### config.mk
export PLATFORM = sky130hd
export DESIGN_NAME = bloco_defuzzificador
export DESIGN_NICKNAME = d
export VERILOG_FILES = /design/src/rtl/fuzzy_defuzz_pkg.sv /design/src/rtl/bloco_defuzzificador_divisor_serial.sv /design/src/rtl/bloco_defuzzificador.sv
export SDC_FILE = /design/constraint.sdc
export NUM_CORES = 1
export LEC_CHECK = 0
export ABC_AREA = 1
export BUFFER_PORTS_ARGS = -buffer_cell sky130_fd_sc_hd__buf_2
export CAP_MARGIN = 0
export CORE_AREA = 2 2 181 183
export DETAILED_ROUTE_END_ITERATION = 8
export DIE_AREA = 0 0 183 185
export PLACE_DENSITY_LB_ADDON = 0.15
export SETUP_SLACK_MARGIN = 0.3
export SLEW_MARGIN = 20
export SYNTH_ARGS = -nofsm -noshare
export SYNTH_HDL_FRONTEND = slang
export SYNTH_SLANG_ARGS = --single-unit
### constraint.sdc
create_clock -name clk -period 15.7 [get_ports clk]
set_input_delay 2.355 -clock clk [delete_from_list [all_inputs] [get_ports clk]]
set_output_delay 2.355 -clock clk [all_outputs]
set_load 0.03 [all_outputs]
### src/rtl/fuzzy_defuzz_pkg.sv
// Shared definitions for the type-2 fuzzy defuzzification back end:
// default sizes, derived accumulator widths, FSM state encoding and the
// universe midpoint used as the fallback output for an empty rule base.
package fuzzy_defuzz_pkg;

    localparam int W_DEF        = 8;
    localparam int N_REGRAS_DEF = 9;
    localparam int NUM_W_DEF    = 2 * W_DEF + 5;
    localparam int DEN_W_DEF    = W_DEF + 5;

    localparam logic [W_DEF-1:0] MEIO_DEF = 8'd128;

    typedef enum logic [1:0] {
        IDLE = 2'd0,
        ACUM = 2'd1,
        DIV  = 2'd2,
        FIM  = 2'd3
    } estado_t;

endpackage

### src/rtl/bloco_defuzzificador_divisor_serial.sv
// Serial restoring divider: one quotient bit per step, MSB first, with
// round-half-up applied combinationally on the final remainder.
// load captures dividend/divisor; step performs one trial subtraction;
// done marks the step that produces the last quotient bit.
module divisor_serial
    import fuzzy_defuzz_pkg::*;
#(
    parameter int W     = W_DEF,
    parameter int NUM_W = NUM_W_DEF,
    parameter int DEN_W = DEN_W_DEF
) (
    input  logic             clk,
    input  logic             RESET,
    input  logic             load,
    input  logic             step,
    input  logic [NUM_W-1:0] num,
    input  logic [DEN_W-1:0] den,
    output logic             done,
    output logic [W-1:0]     quoc,
    output logic             den_zero
);

    localparam int KW = $clog2(W);

    logic [NUM_W-1:0] resto_r;
    logic [DEN_W-1:0] div_r;
    logic [W-1:0]     q_r;
    logic [KW-1:0]    k_r;

    logic [NUM_W-1:0] trial_s;
    logic [NUM_W:0]   dobro_s;
    logic             arred_s;

    // Trial subtrahend, completion flag and rounded quotient.
    always_comb begin
        trial_s  = {{(NUM_W-DEN_W){1'b0}}, div_r} << k_r;
        dobro_s  = {resto_r, 1'b0};
        arred_s  = (dobro_s >= {{(NUM_W+1-DEN_W){1'b0}}, div_r});
        quoc     = q_r + {{(W-1){1'b0}}, arred_s};
        den_zero = (div_r == {DEN_W{1'b0}});
        if (step && (k_r == {KW{1'b0}})) begin
            done = 1'b1;
        end else begin
            done = 1'b0;
        end
    end

    // Remainder/quotient registers: load a new problem or resolve one bit per step.
    always_ff @(posedge clk) begin
        if (!RESET) begin
            resto_r <= {NUM_W{1'b0}};
            div_r   <= {DEN_W{1'b0}};
            q_r     <= {W{1'b0}};
            k_r     <= {KW{1'b0}};
        end else if (load) begin
            resto_r <= num;
            div_r   <= den;
            q_r     <= {W{1'b0}};
            k_r     <= KW'(W - 1);
        end else if (step) begin
            if (resto_r >= trial_s) begin
                resto_r  <= resto_r - trial_s;
                q_r[k_r] <= 1'b1;
            end
            k_r <= k_r - {{(KW-1){1'b0}}, 1'b1};
        end
    end

endmodule

### src/rtl/bloco_defuzzificador.sv
// Nie-Tan type reduction and defuzzification for the interval type-2 fuzzy
// controller: y = sum(c_i*(up_i+low_i)) / sum(up_i+low_i), one rule per
// enabled cycle followed by a serial divide and a rounding/commit cycle.
// Optional build macro DEFUZ_ZERO_FLAG_EN: adds erro_zero and keeps the
// previous output when every rule weight is zero; otherwise the output
// falls back to the universe midpoint in that case.
module bloco_defuzzificador
    import fuzzy_defuzz_pkg::*;
#(
    parameter int N_REGRAS = N_REGRAS_DEF,
    parameter int W        = W_DEF
) (
    input  logic                  clk,
    input  logic                  RESET,
    input  logic                  EN_SCLK,
    input  logic                  start,
    input  logic [N_REGRAS*W-1:0] regra_UP,
    input  logic [N_REGRAS*W-1:0] regra_LOW,
    input  logic [N_REGRAS*W-1:0] centroide,
    input  logic [N_REGRAS-1:0]   regra_ativa,
    output logic                  busy,
    output logic                  done,
`ifdef DEFUZ_ZERO_FLAG_EN
    output logic                  erro_zero,
`endif
    output logic [W-1:0]          saida_crisp
);

    localparam int NUM_W = 2 * W + 5;
    localparam int DEN_W = W + 5;
    localparam int IDX_W = $clog2(N_REGRAS);
    localparam logic [W-1:0] MEIO = {1'b1, {(W-1){1'b0}}};

    estado_t               estado_r;
    logic [N_REGRAS*W-1:0] up_r;
    logic [N_REGRAS*W-1:0] low_r;
    logic [N_REGRAS*W-1:0] cent_r;
    logic [N_REGRAS-1:0]   ativa_r;
    logic [IDX_W-1:0]      idx_r;
    logic [NUM_W-1:0]      num_r;
    logic [DEN_W-1:0]      den_r;
    logic                  busy_r;
    logic                  done_r;
    logic [W-1:0]          saida_r;
`ifdef DEFUZ_ZERO_FLAG_EN
    logic                  erro_r;
`endif

    logic [W-1:0]     up_s;
    logic [W-1:0]     low_s;
    logic [W-1:0]     c_s;
    logic [W:0]       s_s;
    logic [2*W:0]     prod_s;
    logic [NUM_W-1:0] num_next_s;
    logic [DEN_W-1:0] den_next_s;
    logic             ultima_s;
    logic             load_s;
    logic             step_s;
    logic             div_done_s;
    logic [W-1:0]     div_quoc_s;
    logic             div_den_zero_s;

    // Current rule weight, weighted contribution and next accumulator values.
    always_comb begin
        up_s  = up_r[idx_r*W +: W];
        low_s = low_r[idx_r*W +: W];
        c_s   = cent_r[idx_r*W +: W];
        if (ativa_r[idx_r]) begin
            s_s = {1'b0, up_s} + {1'b0, low_s};
        end else begin
            s_s = {(W+1){1'b0}};
        end
        prod_s     = {{(W+1){1'b0}}, c_s} * {{W{1'b0}}, s_s};
        num_next_s = num_r + {{(NUM_W-2*W-1){1'b0}}, prod_s};
        den_next_s = den_r + {{(DEN_W-W-1){1'b0}}, s_s};
        ultima_s   = (idx_r == IDX_W'(N_REGRAS - 1));
    end

    // Divider control: load the final sums straight off the last MAC step.
    always_comb begin
        if (EN_SCLK && (estado_r == ACUM) && ultima_s) begin
            load_s = 1'b1;
        end else begin
            load_s = 1'b0;
        end
        if (EN_SCLK && (estado_r == DIV)) begin
            step_s = 1'b1;
        end else begin
            step_s = 1'b0;
        end
    end

    divisor_serial #(
        .W     (W),
        .NUM_W (NUM_W),
        .DEN_W (DEN_W)
    ) u_divisor (
        .clk      (clk),
        .RESET    (RESET),
        .load     (load_s),
        .step     (step_s),
        .num      (num_next_s),
        .den      (den_next_s),
        .done     (div_done_s),
        .quoc     (div_quoc_s),
        .den_zero (div_den_zero_s)
    );

    // Control FSM, input capture, MAC accumulators and registered outputs.
    always_ff @(posedge clk) begin
        if (!RESET) begin
            estado_r <= IDLE;
            up_r     <= {(N_REGRAS*W){1'b0}};
            low_r    <= {(N_REGRAS*W){1'b0}};
            cent_r   <= {(N_REGRAS*W){1'b0}};
            ativa_r  <= {N_REGRAS{1'b0}};
            idx_r    <= {IDX_W{1'b0}};
            num_r    <= {NUM_W{1'b0}};
            den_r    <= {DEN_W{1'b0}};
            busy_r   <= 1'b0;
            done_r   <= 1'b0;
            saida_r  <= {W{1'b0}};
`ifdef DEFUZ_ZERO_FLAG_EN
            erro_r   <= 1'b0;
`endif
        end else if (EN_SCLK) begin
            case (estado_r)
                IDLE: begin
                    // busy_r still high here means done is showing: ignore start.
                    if (start && !busy_r) begin
                        up_r     <= regra_UP;
                        low_r    <= regra_LOW;
                        cent_r   <= centroide;
                        ativa_r  <= regra_ativa;
                        idx_r    <= {IDX_W{1'b0}};
                        num_r    <= {NUM_W{1'b0}};
                        den_r    <= {DEN_W{1'b0}};
                        busy_r   <= 1'b1;
                        done_r   <= 1'b0;
                        estado_r <= ACUM;
                    end else begin
                        busy_r <= 1'b0;
                        done_r <= 1'b0;
                    end
                end
                ACUM: begin
                    num_r <= num_next_s;
                    den_r <= den_next_s;
                    if (ultima_s) begin
                        estado_r <= DIV;
                    end else begin
                        idx_r <= idx_r + {{(IDX_W-1){1'b0}}, 1'b1};
                    end
                end
                DIV: begin
                    if (div_done_s) begin
                        estado_r <= FIM;
                    end
                end
                FIM: begin
                    done_r   <= 1'b1;
                    estado_r <= IDLE;
                    if (div_den_zero_s) begin
`ifdef DEFUZ_ZERO_FLAG_EN
                        erro_r  <= 1'b1;
`else
                        saida_r <= MEIO;
`endif
                    end else begin
                        saida_r <= div_quoc_s;
`ifdef DEFUZ_ZERO_FLAG_EN
                        erro_r  <= 1'b0;
`endif
                    end
                end
                default: begin
                    estado_r <= IDLE;
                    busy_r   <= 1'b0;
                    done_r   <= 1'b0;
                end
            endcase
        end
    end

    assign busy        = busy_r;
    assign done        = done_r;
    assign saida_crisp = saida_r;
`ifdef DEFUZ_ZERO_FLAG_EN
    assign erro_zero   = erro_r;
`endif

endmodule

Word level (Yosys, flattened, before mapping)
Cells that the tools add are included.

Bitwise operators: 2. Order comparisons: 5. Divide/modulo/power cells: 0. Mux-type cells: 27. Reduce and logical (&&, ||, !) cells: 24. Equal/unequal tests: 8. Shifts and indexed selects: 4. Multipliers: 1. Add/sub/neg operators: 7.

Operators with widths (number): indexed part select 72 x 8 -> 8 bit (3); two-way mux 21 bit (4); one-hot mux 21 bit (2 select lines) (1); one-hot mux 13 bit (2 select lines) (1); >= comparator 22 x 13 -> 1 bit (1); adder 21 x 17 -> 21 bit (1); >= comparator 21 bit (1); left shift 13 x 3 -> 21 bit (1); subtractor 21 bit (1); multiplier 8 x 9 -> 17 bit (1); adder 13 x 9 -> 13 bit (1); zero test 13 bit (1); two-way mux 13 bit (1); AND reduction 2 bit (5); adder 8 x 8 -> 9 bit (1); two-way mux 9 bit (1); adder 8 x 1 -> 8 bit (1); two-way mux 4 bit (2); two-way mux 8 bit (1); != test 2 bit, second input constant (4); OR 8 bit (1); one-hot mux 2 bit (4 select lines) (1); one-hot mux 4 bit (2 select lines) (1); AND reduction 4 bit (2); other kinds (22) (40).

Memory bits (writable): 0. Logic and storage cells: 93. Bits in latches: 0. Register bits after elaboration: 320. Memories kept: 0. Memory bits (read-only): 0. Output and inout bits: 10.

Depth between registers and ports, before layout
Depth after elaboration: 7. Mapped depth: 42. Depth with buffers taken out: 40.

Cells and area by module
A second synthesis with hierarchy kept.

Cells, all modules: 2801. Area total of the unflattened synthesis: 19413.6 um2.

By module, submodules not included: bloco_defuzzificador (area each 15107.0 um2, times used 1, seq. area each 5505.3 um2, cells an instance 2095); divisor_serial (area each 4306.6 um2, times used 1, seq. area each 900.9 um2, cells an instance 706).

Least setup slack after synthesis
OpenSTA, ideal clock, no wires.

Path type: register to register. Start point: register idx_r[0]. End point: register u_divisor.resto_r[17]. Data required time: 15.585 ns. Stages on the path, launching flop included: 39. Library setup time: 0.115 ns. Arrival: 6.773 ns. Path slack: 8.813 ns. Period minus slack after synthesis: 6.887 ns. Cells stage by stage: dfxtp_1 > buf_2 > buf_2 > buf_2 > clkbuf_1 > nor2_1 > o22ai_1 > o211ai_1 > nand2_1 > ha_1 > inv_1 > fa_1 > o21ai_0 > a21oi_1 > nor2_1 > inv_1 > a21oi_1 > nor2_1 > (+3 left out) > fa_1 > inv_1 > fa_1 > fa_1 > inv_1 > fa_1 > inv_1 > ha_1 > nand2_1 > o21ai_0 > nand2_1 > nand4_1 > a31o_2 > or2_2 > nand3_1 > nand2_1 > nor2_1 > nor2_1.

Cells in the longest elaborated chain, start to end: 6.

RTL lines: start, declared (line bloco_defuzzificador.sv:39) `logic [IDX_W-1:0] idx_r;`; start signal, assigned (line bloco_defuzzificador.sv:117) `idx_r <= {IDX_W{1'b0}};`; start signal, assigned (line bloco_defuzzificador.sv:135) `idx_r <= {IDX_W{1'b0}};`; start signal, assigned (line bloco_defuzzificador.sv:152) `idx_r <= idx_r + {{(IDX_W-1){1'b0}}, 1'b1};`; indexed part select 72 x 8 -> 8 bit (tied with other cells) (line bloco_defuzzificador.sv:65) `up_s = up_r[idx_r*W +: W];`; adder 8 x 8 -> 9 bit / two-way mux 1 bit (equally long branches) (line bloco_defuzzificador.sv:69, bloco_defuzzificador.sv:68); two-way mux 9 bit (line bloco_defuzzificador.sv:68) `if (ativa_r[idx_r]) begin`; multiplier 8 x 9 -> 17 bit (line bloco_defuzzificador.sv:73) `prod_s = {{(W+1){1'b0}}, c_s} * {{W{1'b0}}, s_s};`; adder 21 x 17 -> 21 bit (line bloco_defuzzificador.sv:74) `num_next_s = num_r + {{(NUM_W-2*W-1){1'b0}}, prod_s};`; two-way mux 21 bit (line bloco_defuzzificador_divisor_serial.sv:55) `end else if (load) begin`; end signal, assigned (line bloco_defuzzificador_divisor_serial.sv:51) `resto_r <= {NUM_W{1'b0}};`; end signal, assigned (line bloco_defuzzificador_divisor_serial.sv:56) `resto_r <= num;`; end signal, assigned (line bloco_defuzzificador_divisor_serial.sv:62) `resto_r <= resto_r - trial_s;`; end, declared (line bloco_defuzzificador_divisor_serial.sv:25) `logic [NUM_W-1:0] resto_r;`.

Several ways; a longest one is shown, not always the timed one. The select of a mux whose other input is x is not followed. A chain may end at the register's enable or synchronous reset.

Worst setup path in the final report
Ends and elaborated chain as after synthesis.

==> impl_metrics.env <==
export IMPL_outcome="completed"
export IMPL_postSynthCellCount=2680
export IMPL_port_buffers=238
export IMPL_avgSynthCellArea_um2=7.05
export IMPL_post_cts_resized=0
export IMPL_std_cell_rows=66
export IMPL_hp_class="reg -> reg"
export IMPL_fin_setup_tns_ps=0
export IMPL_wl_per_cell_um=17.1
export IMPL_grt_first_pass_wirelength_mm=89.3
export IMPL_clock_skew_ps=15.7
export IMPL_hold_depth=2
export IMPL_clkPwrFrac_pct=31.1
export IMPL_slew_viol_final=0
export IMPL_synth_cell_area_um2=18900
export IMPL_fin_nets=3209
export IMPL_place_gp_congestion=0.927
export IMPL_diodes=0
export IMPL_grt_max_degree=140
export IMPL_p_int_mw=1.61
export IMPL_routed_via_density=5.73
export IMPL_gr_total_overflow=0
export IMPL_slowest_stage="buf_4"
export IMPL_combPwrFrac_pct=31.3
export IMPL_synth_cell_types=55
export IMPL_drc=0
export IMPL_synthTopCellsByCount="675 x nor2_1, 398 x o21ai_0, 320 x dfxtp_1, 275 x nand2_1, 238 x inv_1"
export IMPL_ff2ff_path_depth=36
export IMPL_die_area_um2=33900
export IMPL_worst_setup_hold_path_clk_slew_ps=60
export IMPL_critPathKind="reg -> reg"
export IMPL_switching_share_pct=35.9
export IMPL_worst_path_max_fanout=106
export IMPL_yosysMostFrequentCell="nor2_1"
export IMPL_syn_to_final_growth_pct=12.1
export IMPL_wl_mm=55.6
export IMPL_synthFlopType="dfxtp_1"
export IMPL_cts_tree="built"
export IMPL_max_stage_delay_ps=740
export IMPL_core_area_um2=32000
export IMPL_hold_buffers=0
export IMPL_yosysSeqAreaShare_pct=33.9
export IMPL_ys_ff_latch=320
export IMPL_initial_utilization_pct=59.0
export IMPL_grt_pass1_vias=17800
export IMPL_drt_iter0_markers=1712
export IMPL_end_kind="flip-flop"
export IMPL_clock_latency_ps=540
export IMPL_clkSinkCount=320
export IMPL_cts_inserted_buffers=36
export IMPL_place_inst=3189
export IMPL_route_vias_total=18600
export IMPL_pwr_share_seq_pct=37.6
export IMPL_clock_fmax_ghz=0.114
export IMPL_synth_area_leaders="dfxtp_1 34%, nor2_1 13%, o21ai_0 11%"
export IMPL_synth_warnings=0
export IMPL_reg2reg_slack_ps=6910
export IMPL_crit_path_start_kind="flip-flop"
export IMPL_power_density_nw_per_um2=119
export IMPL_hp_start="ativa_r[1]$_SDFFE_PN0P_"
export IMPL_power_switching_mw=0.902
export IMPL_finalSetupViolCount=0
export IMPL_synth_edf_count=0
export IMPL_vdd_drop_max_mv=0.0833
export IMPL_dp_hpwl_mm=39.8
export IMPL_final_cells=3246
export IMPL_cts_max_level=2
export IMPL_hold_viol=0
export IMPL_cap_violations=0
export IMPL_die_y_um=185
export IMPL_track_usage_pct=32.8
export IMPL_stdcell_area_um2=21200
export IMPL_die_x_um=183
export IMPL_finalCritPeriodShare_pct=56.0
export IMPL_ant_nets=0
export IMPL_leakage_nw=9.93
export IMPL_clockBufferDepth=3
export IMPL_synth_async_reset_ratio_pct=0
export IMPL_first_pass_iters=5
export IMPL_min_to="ativa_r[1]$_SDFFE_PN0P_"
export IMPL_relSlewSlack_pct=26.8
export IMPL_synth_top_area_share_pct=33.9
export IMPL_dpl_cell_area_um2=20100
export IMPL_root_buffer="clkbuf_16"
export IMPL_worstPathArrival_ps=9220
export IMPL_tightest_slew_ps=1100
export IMPL_io_pins=239
export IMPL_drive_above_1_share_pct=12.5
export IMPL_synth_area_leader_cell="dfxtp_1"
export IMPL_postCtsSetupBuffers=0
export IMPL_antenna_found_initial=1
export IMPL_rsz0062_at_grt="no"
export IMPL_reg2reg_to="u_divisor.resto_r[17]$_SDFFE_PN0P_"
export IMPL_period_minus_slack_ps=8790
export IMPL_worstReg2RegStart="idx_r[0]$_SDFFE_PN0P_"
export IMPL_required_ps=16120
export IMPL_synth_nets=3069
==> state kept, by name (all words and copies together) (netlist names), 9 cells and up <==
name	cells
num_r	21
cent_r	72
up_r	72
den_r	13
low_r	72
u_divisor.div_r	13
u_divisor.resto_r	21
ativa_r	9
==> layout make-up <==
| class | instances | area (um^2) |
|---|---|---|
| multi-input combinational | 1962 | 11000 |
| timing repair buffer | 251 | 1310 |
| fill | 2886 | 10800 |
| inverter | 249 | 945 |
| clock buffer | 50 | 993 |
| clock inverter | 6 | 65.1 |
| tap | 408 | 510 |
| sequential | 320 | 6410 |
==> worst max path at each step <==
stage / startpoint / end / depth (start not counted)
after global routing: idx_r[0]$_SDFFE_PN0P_ / u_divisor.resto_r[13]$_SDFFE_PN0P_ / 38
after CTS: idx_r[0]$_SDFFE_PN0P_ / u_divisor.resto_r[17]$_SDFFE_PN0P_ / 37
after floorplan: idx_r[0]$_SDFFE_PN0P_ / u_divisor.resto_r[17]$_SDFFE_PN0P_ / 38
after global placement: idx_r[0]$_SDFFE_PN0P_ / u_divisor.resto_r[17]$_SDFFE_PN0P_ / 36
final: idx_r[0]$_SDFFE_PN0P_ / u_divisor.resto_r[17]$_SDFFE_PN0P_ / 36
after detailed placement: idx_r[0]$_SDFFE_PN0P_ / u_divisor.resto_r[17]$_SDFFE_PN0P_ / 37
==> cell usage in the layout (no fill, tap or decap), types with 3 or more instances in the layout <==
master	synthesis	routed
nor3_1	14	14
clkbuf_16	0	36
a211oi_1	9	9
o221ai_1	41	41
nor3_2	3	3
or2_1	7	7
nand4_1	13	13
inv_2	8	8
a21o_1	6	6
nor4_1	3	3
xnor2_1	8	8
o21a_1	3	3
o21ai_1	26	26
o21bai_1	5	5
nand2_1	275	275
inv_6	0	3
a32o_1	8	8
o21ai_0	398	398
a21oi_1	133	133
nor2_1	675	673
clkbuf_8	0	4
or2_2	17	17
inv_1	238	237
xor2_1	16	16
a32oi_2	6	6
nand3_2	3	3
ha_1	100	100
nor2_2	2	3
nand3_1	77	77
buf_4	1	11
buf_2	12	237
clkbuf_1	127	10
o22ai_1	16	16
dfxtp_1	320	318
nand2_4	4	4
fa_1	60	60
a31oi_1	4	4
o211ai_1	9	9
==> routing by layer <==
layer  up-vias  part of all wire, %  global-route usage [%]
met3       125                  7.4                    4.56
li1       9063                    -                       -
met5         -                0.020                       0
met2       738                   45                    52.7
met1      8679                   45                    45.4
met4         2                  3.2                    11.6
==> through the flow <==
step | total power, mW | setup WS [ps] | hold slack [ps] | util, %
global placement | 1.72 | 7260 | 443 | 62.8
detailed placement | 1.73 | 7060 | 445 | 62.8
finish | 2.51 | 6910 | 451 | 66.1
floorplan | 1.51 | 8810 | 425 | -
CTS | 2.51 | 7040 | 454 | 66.1
global route | 2.66 | 6250 | 479 | 66.1
==> worst max-delay path: cells and delay by family, from the launching register on <==
family / cells / cell delay (ps)
buffers and inverters: 9 / 2210
AO/OA/AOI/OAI: 6 / 1020
adder cells (fa/ha/maj): 7 / 2980
flip-flops: 1 / 330
AND/OR/NAND/NOR: 14 / 2060
==> logic make-up (layout without fill, tap and decap cells) <==
family / after synthesis / after routing / synth area share, %
buffers and inverters: 398 / 556 / 8.19
muxes: 2 / 2 / 0.106
DFF: 320 / 320 / 33.9
adders and majority gates: 160 / 160 / 13.0
xor gates and xnor gates: 24 / 24 / 1.11
and+or+nand+nor: 1102 / 1102 / 23.7
AOI/OAI and AO/OA: 674 / 674 / 20.0
==> power groups by stage <==
| stage | Clock (mW) | Combinational (mW) | Sequential [mW] |
|---|---|---|---|
| after floorplan | 0 | 0.574 | 0.940 |
| after global placement | 0 | 0.760 | 0.958 |
| after detailed placement | 0 | 0.771 | 0.959 |
| after CTS | 0.788 | 0.776 | 0.943 |
| after global routing | 0.820 | 0.889 | 0.953 |
| final | 0.781 | 0.787 | 0.945 |
No activity file was read; power rests on OpenSTA's default activity.
